### config.mk
export PLATFORM = sky130hd
export DESIGN_NAME = arb_requester
export DESIGN_NICKNAME = d
export VERILOG_FILES = /design/src/rtl/arb_pkg.sv /design/src/rtl/sync_fifo.sv /design/src/rtl/arb_requester.sv
export SDC_FILE = /design/constraint.sdc
export NUM_CORES = 1
export LEC_CHECK = 0
export CELL_PAD_IN_SITES_DETAIL_PLACEMENT = 1
export CELL_PAD_IN_SITES_GLOBAL_PLACEMENT = 1
export CORE_AREA = 2 2 134 202
export CTS_BUF_LIST = sky130_fd_sc_hd__clkbuf_4 sky130_fd_sc_hd__clkbuf_8 sky130_fd_sc_hd__clkbuf_16
export CTS_CLUSTER_DIAMETER = 120
export DETAILED_ROUTE_END_ITERATION = 6
export DIE_AREA = 0 0 136 204
export GPL_ROUTABILITY_DRIVEN = 0
export GPL_TIMING_DRIVEN = 0
export PLACE_DENSITY_LB_ADDON = 0.1
export SYNTH_ARGS = -nofsm -noshare
export SYNTH_HDL_FRONTEND = slang
export SYNTH_SLANG_ARGS = --single-unit
### constraint.sdc
create_clock -name clk -period 2.8 [get_ports clk]
set_input_delay 0.28 -clock clk [delete_from_list [all_inputs] [get_ports clk]]
set_output_delay 0.28 -clock clk [all_outputs]
set_load 0.02 [all_outputs]
### src/rtl/arb_pkg.sv
// Shared definitions for the 4-port round-robin arbiter and its requesters.
// Latency: n/a (types and constants only).
// Backpressure: n/a.
package arb_pkg;

    localparam int NUM_PORTS = 4;

    // One-hot request/grant lanes, one per arbiter input (reqN / state_reqN)
    localparam logic [NUM_PORTS-1:0] LANE0 = 4'b0001;
    localparam logic [NUM_PORTS-1:0] LANE1 = 4'b0010;
    localparam logic [NUM_PORTS-1:0] LANE2 = 4'b0100;
    localparam logic [NUM_PORTS-1:0] LANE3 = 4'b1000;

    // Requester handshake states
    typedef enum logic [1:0] {
        IDLE = 2'd0,
        ARM  = 2'd1,
        WAIT = 2'd2,
        SEND = 2'd3
    } req_state_e;

    // Lane constant for a given arbiter port index
    function automatic logic [NUM_PORTS-1:0] lane_onehot(input int unsigned port);
        logic [1:0] w_idx;
        w_idx = port[1:0];
        return LANE0 << w_idx;
    endfunction

endpackage

### src/rtl/sync_fifo.sv
// Single-clock FIFO holding storage, pointers and occupancy count.
// Latency: pushed word visible at pop_data one cycle after the push.
// Backpressure: push ignored while full, pop ignored while empty; no bypass.
module sync_fifo #(
    parameter int DATA_W = 64,
    parameter int DEPTH  = 4
) (
    input  logic                     clk,
    input  logic                     rst,
    input  logic                     push,
    input  logic [DATA_W-1:0]        push_data,
    input  logic                     pop,
    output logic [DATA_W-1:0]        pop_data,
    output logic                     full,
    output logic                     empty,
    output logic [$clog2(DEPTH):0]   count
);

    localparam int PTR_W = $clog2(DEPTH);
    localparam int CNT_W = PTR_W + 1;
    localparam logic [CNT_W-1:0] FULL_CNT = CNT_W'(DEPTH);

    logic [DATA_W-1:0] r_mem [DEPTH];
    logic [PTR_W-1:0]  r_wr_ptr;
    logic [PTR_W-1:0]  r_rd_ptr;
    logic [CNT_W-1:0]  r_count;
    logic              w_push_ok;
    logic              w_pop_ok;

    assign full      = (r_count == FULL_CNT);
    assign empty     = (r_count == '0);
    assign count     = r_count;
    assign pop_data  = r_mem[r_rd_ptr];
    assign w_push_ok = push && !full;
    assign w_pop_ok  = pop && !empty;

    // Storage write; contents need no reset since pointers/count define validity
    always_ff @(posedge clk) begin
        if (w_push_ok) begin
            r_mem[r_wr_ptr] <= push_data;
        end
    end

    // Pointers wrap naturally because DEPTH is a power of two
    always_ff @(posedge clk or posedge rst) begin
        if (rst) begin
            r_wr_ptr <= '0;
            r_rd_ptr <= '0;
        end else begin
            if (w_push_ok) r_wr_ptr <= r_wr_ptr + 1'b1;
            if (w_pop_ok)  r_rd_ptr <= r_rd_ptr + 1'b1;
        end
    end

    // Occupancy: simultaneous push and pop leave it unchanged
    always_ff @(posedge clk or posedge rst) begin
        if (rst) begin
            r_count <= '0;
        end else begin
            case ({w_push_ok, w_pop_ok})
                2'b10:   r_count <= r_count + 1'b1;
                2'b01:   r_count <= r_count - 1'b1;
                default: r_count <= r_count;
            endcase
        end
    end

endmodule

### src/rtl/arb_requester.sv
// Per-port requester: buffers packets and releases one per fresh arbiter grant.
// Latency: 4 cycles minimum from push to out_valid; one packet per 4 cycles max.
// Backpressure: in_ready low while FIFO full; pushes while full are dropped.
module arb_requester
    import arb_pkg::*;
#(
    parameter int PORT_ID = 0,
    parameter int DATA_W  = 64,
    parameter int DEPTH   = 4
) (
    input  logic                 clk,
    input  logic                 rst,
    input  logic                 in_valid,
    input  logic [DATA_W-1:0]    in_data,
    output logic                 in_ready,
    output logic [NUM_PORTS-1:0] req,
    input  logic [NUM_PORTS-1:0] grant,
    output logic                 out_valid,
    output logic [DATA_W-1:0]    out_data
);

    localparam logic [NUM_PORTS-1:0] ONEHOT = lane_onehot(PORT_ID);

    req_state_e              r_state;
    req_state_e              w_next_state;
    logic                    w_fifo_full;
    logic                    w_fifo_empty;
    logic [$clog2(DEPTH):0]  w_fifo_count;
    logic [DATA_W-1:0]       w_head;
    logic                    w_pop;

    sync_fifo #(
        .DATA_W (DATA_W),
        .DEPTH  (DEPTH)
    ) u_fifo (
        .clk       (clk),
        .rst       (rst),
        .push      (in_valid),
        .push_data (in_data),
        .pop       (w_pop),
        .pop_data  (w_head),
        .full      (w_fifo_full),
        .empty     (w_fifo_empty),
        .count     (w_fifo_count)
    );

    // Ready reflects registered occupancy only, so a same-cycle pop never raises it
    assign in_ready = !w_fifo_full;

    // State register
    always_ff @(posedge clk or posedge rst) begin
        if (rst) begin
            r_state <= IDLE;
        end else begin
            r_state <= w_next_state;
        end
    end

    // Next state: ARM always precedes WAIT so the grant the arbiter still holds
    // from an earlier round can never be mistaken for a fresh one
    always_comb begin
        w_next_state = r_state;
        case (r_state)
            IDLE: if (w_fifo_count != '0) w_next_state = ARM;
            ARM:  w_next_state = WAIT;
            WAIT: if (grant == ONEHOT) w_next_state = SEND;
            SEND: w_next_state = IDLE;
            default: w_next_state = IDLE;
        endcase
    end

    // Outputs: request lane in ARM/WAIT, release and pop the head in SEND
    always_comb begin
        req       = '0;
        out_valid = 1'b0;
        out_data  = '0;
        w_pop     = 1'b0;
        case (r_state)
            ARM, WAIT: req = ONEHOT;
            SEND: begin
                out_valid = 1'b1;
                out_data  = w_head;
                w_pop     = !w_fifo_empty;
            end
            default: req = '0;
        endcase
    end

endmodule
==> impl_metrics.toml <==
[run_status]
status = "completed"

[timing]
clock_skew_ns = 0.00517
rsz0062_at_grt = "false"
setup_viol = 0
slew_viol_final = 0
period_share_pct = 96.1
whs_ns = 0.0338
max_freq_ghz = 0.372
finalHoldViolCount = 0
fin_ws_ns = 0.109
period_needed_ns = 2.69

[critical_path]
cp_cell_sequence = "buf_6, mux4_2, and2_1, clkdlybuf4s50_1"
crit_slowest_cell = "clkdlybuf4s50_1"
crit_fanout = 10
path_delay_family = "buffers and inverters"
slowest_delay_ns = 0.54
worst_ep_arrival_time_ns = 2.41
critPathCaptureType = "output port"
path_buf_inv = 2
critPathLaunchType = "flop"
setup.worst_path.class = "reg2out"
required_ns = 2.52

[yosys]
ys_seq_elements = 265
yosys.area.top_type = "edfxtp_1"
netlist_area_um2 = 10300
synth_xor_area_share_pct = 0.512
synth.area.top_cells = "edfxtp_1 (75%), mux4_2 (14%), and2_1 (3.9%), dfrtp_1 (2.2%), ha_1 (1.1%)"
synth.yosys.seq_area_share_pct = 77.0
yosysWarnings = 0
synth_fa_ha_area_share_pct = 1.29
synth_top_family_by_area = "multiplexers"
synth_mux_area_share_pct = 14.4
postSynthAreaPerCell_um2 = 22.3
synth_cells = 460
synth_compound_area_share_pct = 0.231
synth_top_area_share_pct = 74.9
synth_simple_gate_area_share_pct = 4.59
ys_types = 27

[drt]
antenna_left = 0
postRouteWirelength_mm = 21.4
vias = 4872
drtIter0Drc = 223
viasPerCell = 4.94
drc = 0
drt_pass1_iterations = 4
wl_per_cell_um = 21.7

[floorplanning]
row_count = 73
core_um2 = 26100
die_x_um = 136
pin_count = 141
die_h_um = 204
start_util_pct = 39.3
fp.dieArea_um2 = 27700

[pwr]
p_leak_nw = 4.53
ir_drop_uv = 493
power_mw = 13.4
powerDensity_nw_per_um2 = 1030

[placement]
hpwlAfterDp_mm = 13.6
dp_cells = 940
port_buffers = 137
post-place-ws_ns = -0.0693

[cells_and_area]
syn_to_final_growth_pct = 27.1
fillers = 2405
drive_above_1_share_pct = 22.2
stdcell_count = 987
fin_nets = 712
diodes = 0
postLayoutCoreUtil_pct = 50.0

[cts]
clk_pin_slew_ns = 0.06
cts_tree = "done"
numCtsBuffers = 26
clkSinkCount = 265
h-tree-depth = 1
cts_root_buf = "clkbuf_16"
cts_buffer_depth = 3
clk_latency_ns = 0.52

[grt]
grt_max_degree = 43
antenna_found_initial = 1
gr-total-overflow = 0
grt_pass1_vias = 5741
grt_pass1_wl_mm = 33.5
gr-usage-all-layers_pct = 16.2

[min_path]
hold_class = "in2async"

[flow_run]
cap_violations = 0
[cell families after synthesis]
logic type               after synthesis
AND/OR/NAND/NOR                       74
AO/OA/AOI/OAI                          3
adder cells (fa/ha/maj)               10
flip-flops                           265
multiplexers                          67
buffers and inverters                 34
other                                  1
XOR/XNOR                               6
[per-layer routing]
layer	global-route usage (%)	up-vias	wire length (µm)
li1	-	2189	-
met5	0	-	12
met1	18.3	2547	8010
met2	31.1	102	12100
met3	2.48	32	801
met4	4.87	2	459
[state kept, by name, indices dropped and copies added, names as in the netlist]
signal	count
u_fifo.r_mem	256
u_fifo.r_wr_ptr	2
u_fifo.r_rd_ptr	2
u_fifo.count	3
r_state	2
[cells in the mapped netlist (all sizes together)]
| master | instances |
|---|---|
| o31a | 1 |
| a21oi | 1 |
| or4b | 1 |
| nor4b | 1 |
| nor2 | 1 |
| conb | 1 |
| o32a | 1 |
| mux4 | 64 |
| buf | 17 |
| xor2 | 3 |
| fa | 1 |
| clkbuf | 8 |
| xnor2 | 3 |
| inv | 9 |
| ha | 9 |
| mux2i | 1 |
| and3 | 4 |
| nand2 | 1 |
| edfxtp | 256 |
| and2 | 65 |
| or3b | 1 |
| dfrtp | 9 |
| mux2 | 2 |
[cells in the final DEF (no fill, tap or decap), types with 2 or more instances in the layout]
cell             Yosys  final
bufinv_16            0      2
clkbuf_4             0     11
edfxtp_1           256    256
clkbuf_16            0     27
dfrtp_1              9      8
xor2_1               3      3
and3_4               0      4
clkinv_1             0      5
inv_1                9      9
clkdlybuf4s50_1      0     98
buf_16               0      4
clkbuf_2             0      3
dlygate4sd2_1        0     38
ha_1                 9      9
xnor2_1              3      3
conb_1               1      3
clkinv_2             0      5
buf_8                0      5
mux4_2              64     64
buf_4                6     10
buf_6                5      2
and2_1              64     64
[path summary, 6_finish.rpt]
| path | from | end | slack, ns | cells after the start |
|---|---|---|---|---|
| max | u_fifo.r_rd_ptr[0]$_DFFE_PP0P_ | out_data[5] | 0.11 | 4 |
| min | rst | u_fifo.r_wr_ptr[1]$_DFFE_PP0P_ | 0.03 | 2 |
| max reg2reg | u_fifo.count[0]$_DFFE_PP0P_ | u_fifo.count[2]$_DFFE_PP0P_ | 0.44 | 9 |
| min reg2reg | u_fifo.count[2]$_DFFE_PP0P_ | u_fifo.count[2]$_DFFE_PP0P_ | 0.53 | 1 |
| max in group asynchronous | rst | u_fifo.r_rd_ptr[0]$_DFFE_PP0P_ | 2.47 | 2 |
| min in group clk | in_data[13] | u_fifo.r_mem[0][13]$_DFFE_PP_ | 0.38 | 1 |
[per-stage QoR]
step / setup TNS (ns) / instance area (µm²)
finish: 0 / 13100
global route: 0 / 13100
CTS: 0 / 13000
detailed placement: -0.338 / 12200
global placement: -369.11 / 12100
floorplan: 0 / 10300
[area by class of cell]
cell class / instances / area [µm²] / area share [%]
tap: 337 / 422 / 3.23
multi-input combinational: 163 / 2190 / 16.8
clock inverter: 13 / 111 / 0.853
clock buffer: 34 / 728 / 5.58
inverter: 9 / 33.8 / 0.259
buffer: 25 / 223 / 1.71
timing repair buffer: 141 / 1440 / 11.0
sequential: 265 / 7910 / 60.6
[worst register-to-register path: stages, from the launching register on]
cell,delay [ns]
dfrtp_1,0.44
or3b_4,0.47
and2_4,0.20
inv_1,0.06
ha_1,0.17
inv_1,0.07
fa_1,0.44
xor2_1,0.16
nor2_1,0.12
xor2_1,0.15
[power by group]
part	leakage, nW	switching (mW)	internal (mW)
clock	0.421	1.39	2.01
sequential	2.45	0.220	5.25
combinational	1.66	2.35	2.21
total	4.53	3.96	9.47
[repair_timing]
action / CTS / global route
setup buffers: 0 / 0
endpoints found under the setup margin: 64 / 12
hold buffers: 0 / 0
pin swaps: 0 / 0
resized for setup: 62 / 5
(Power assumes the default switching activity.)
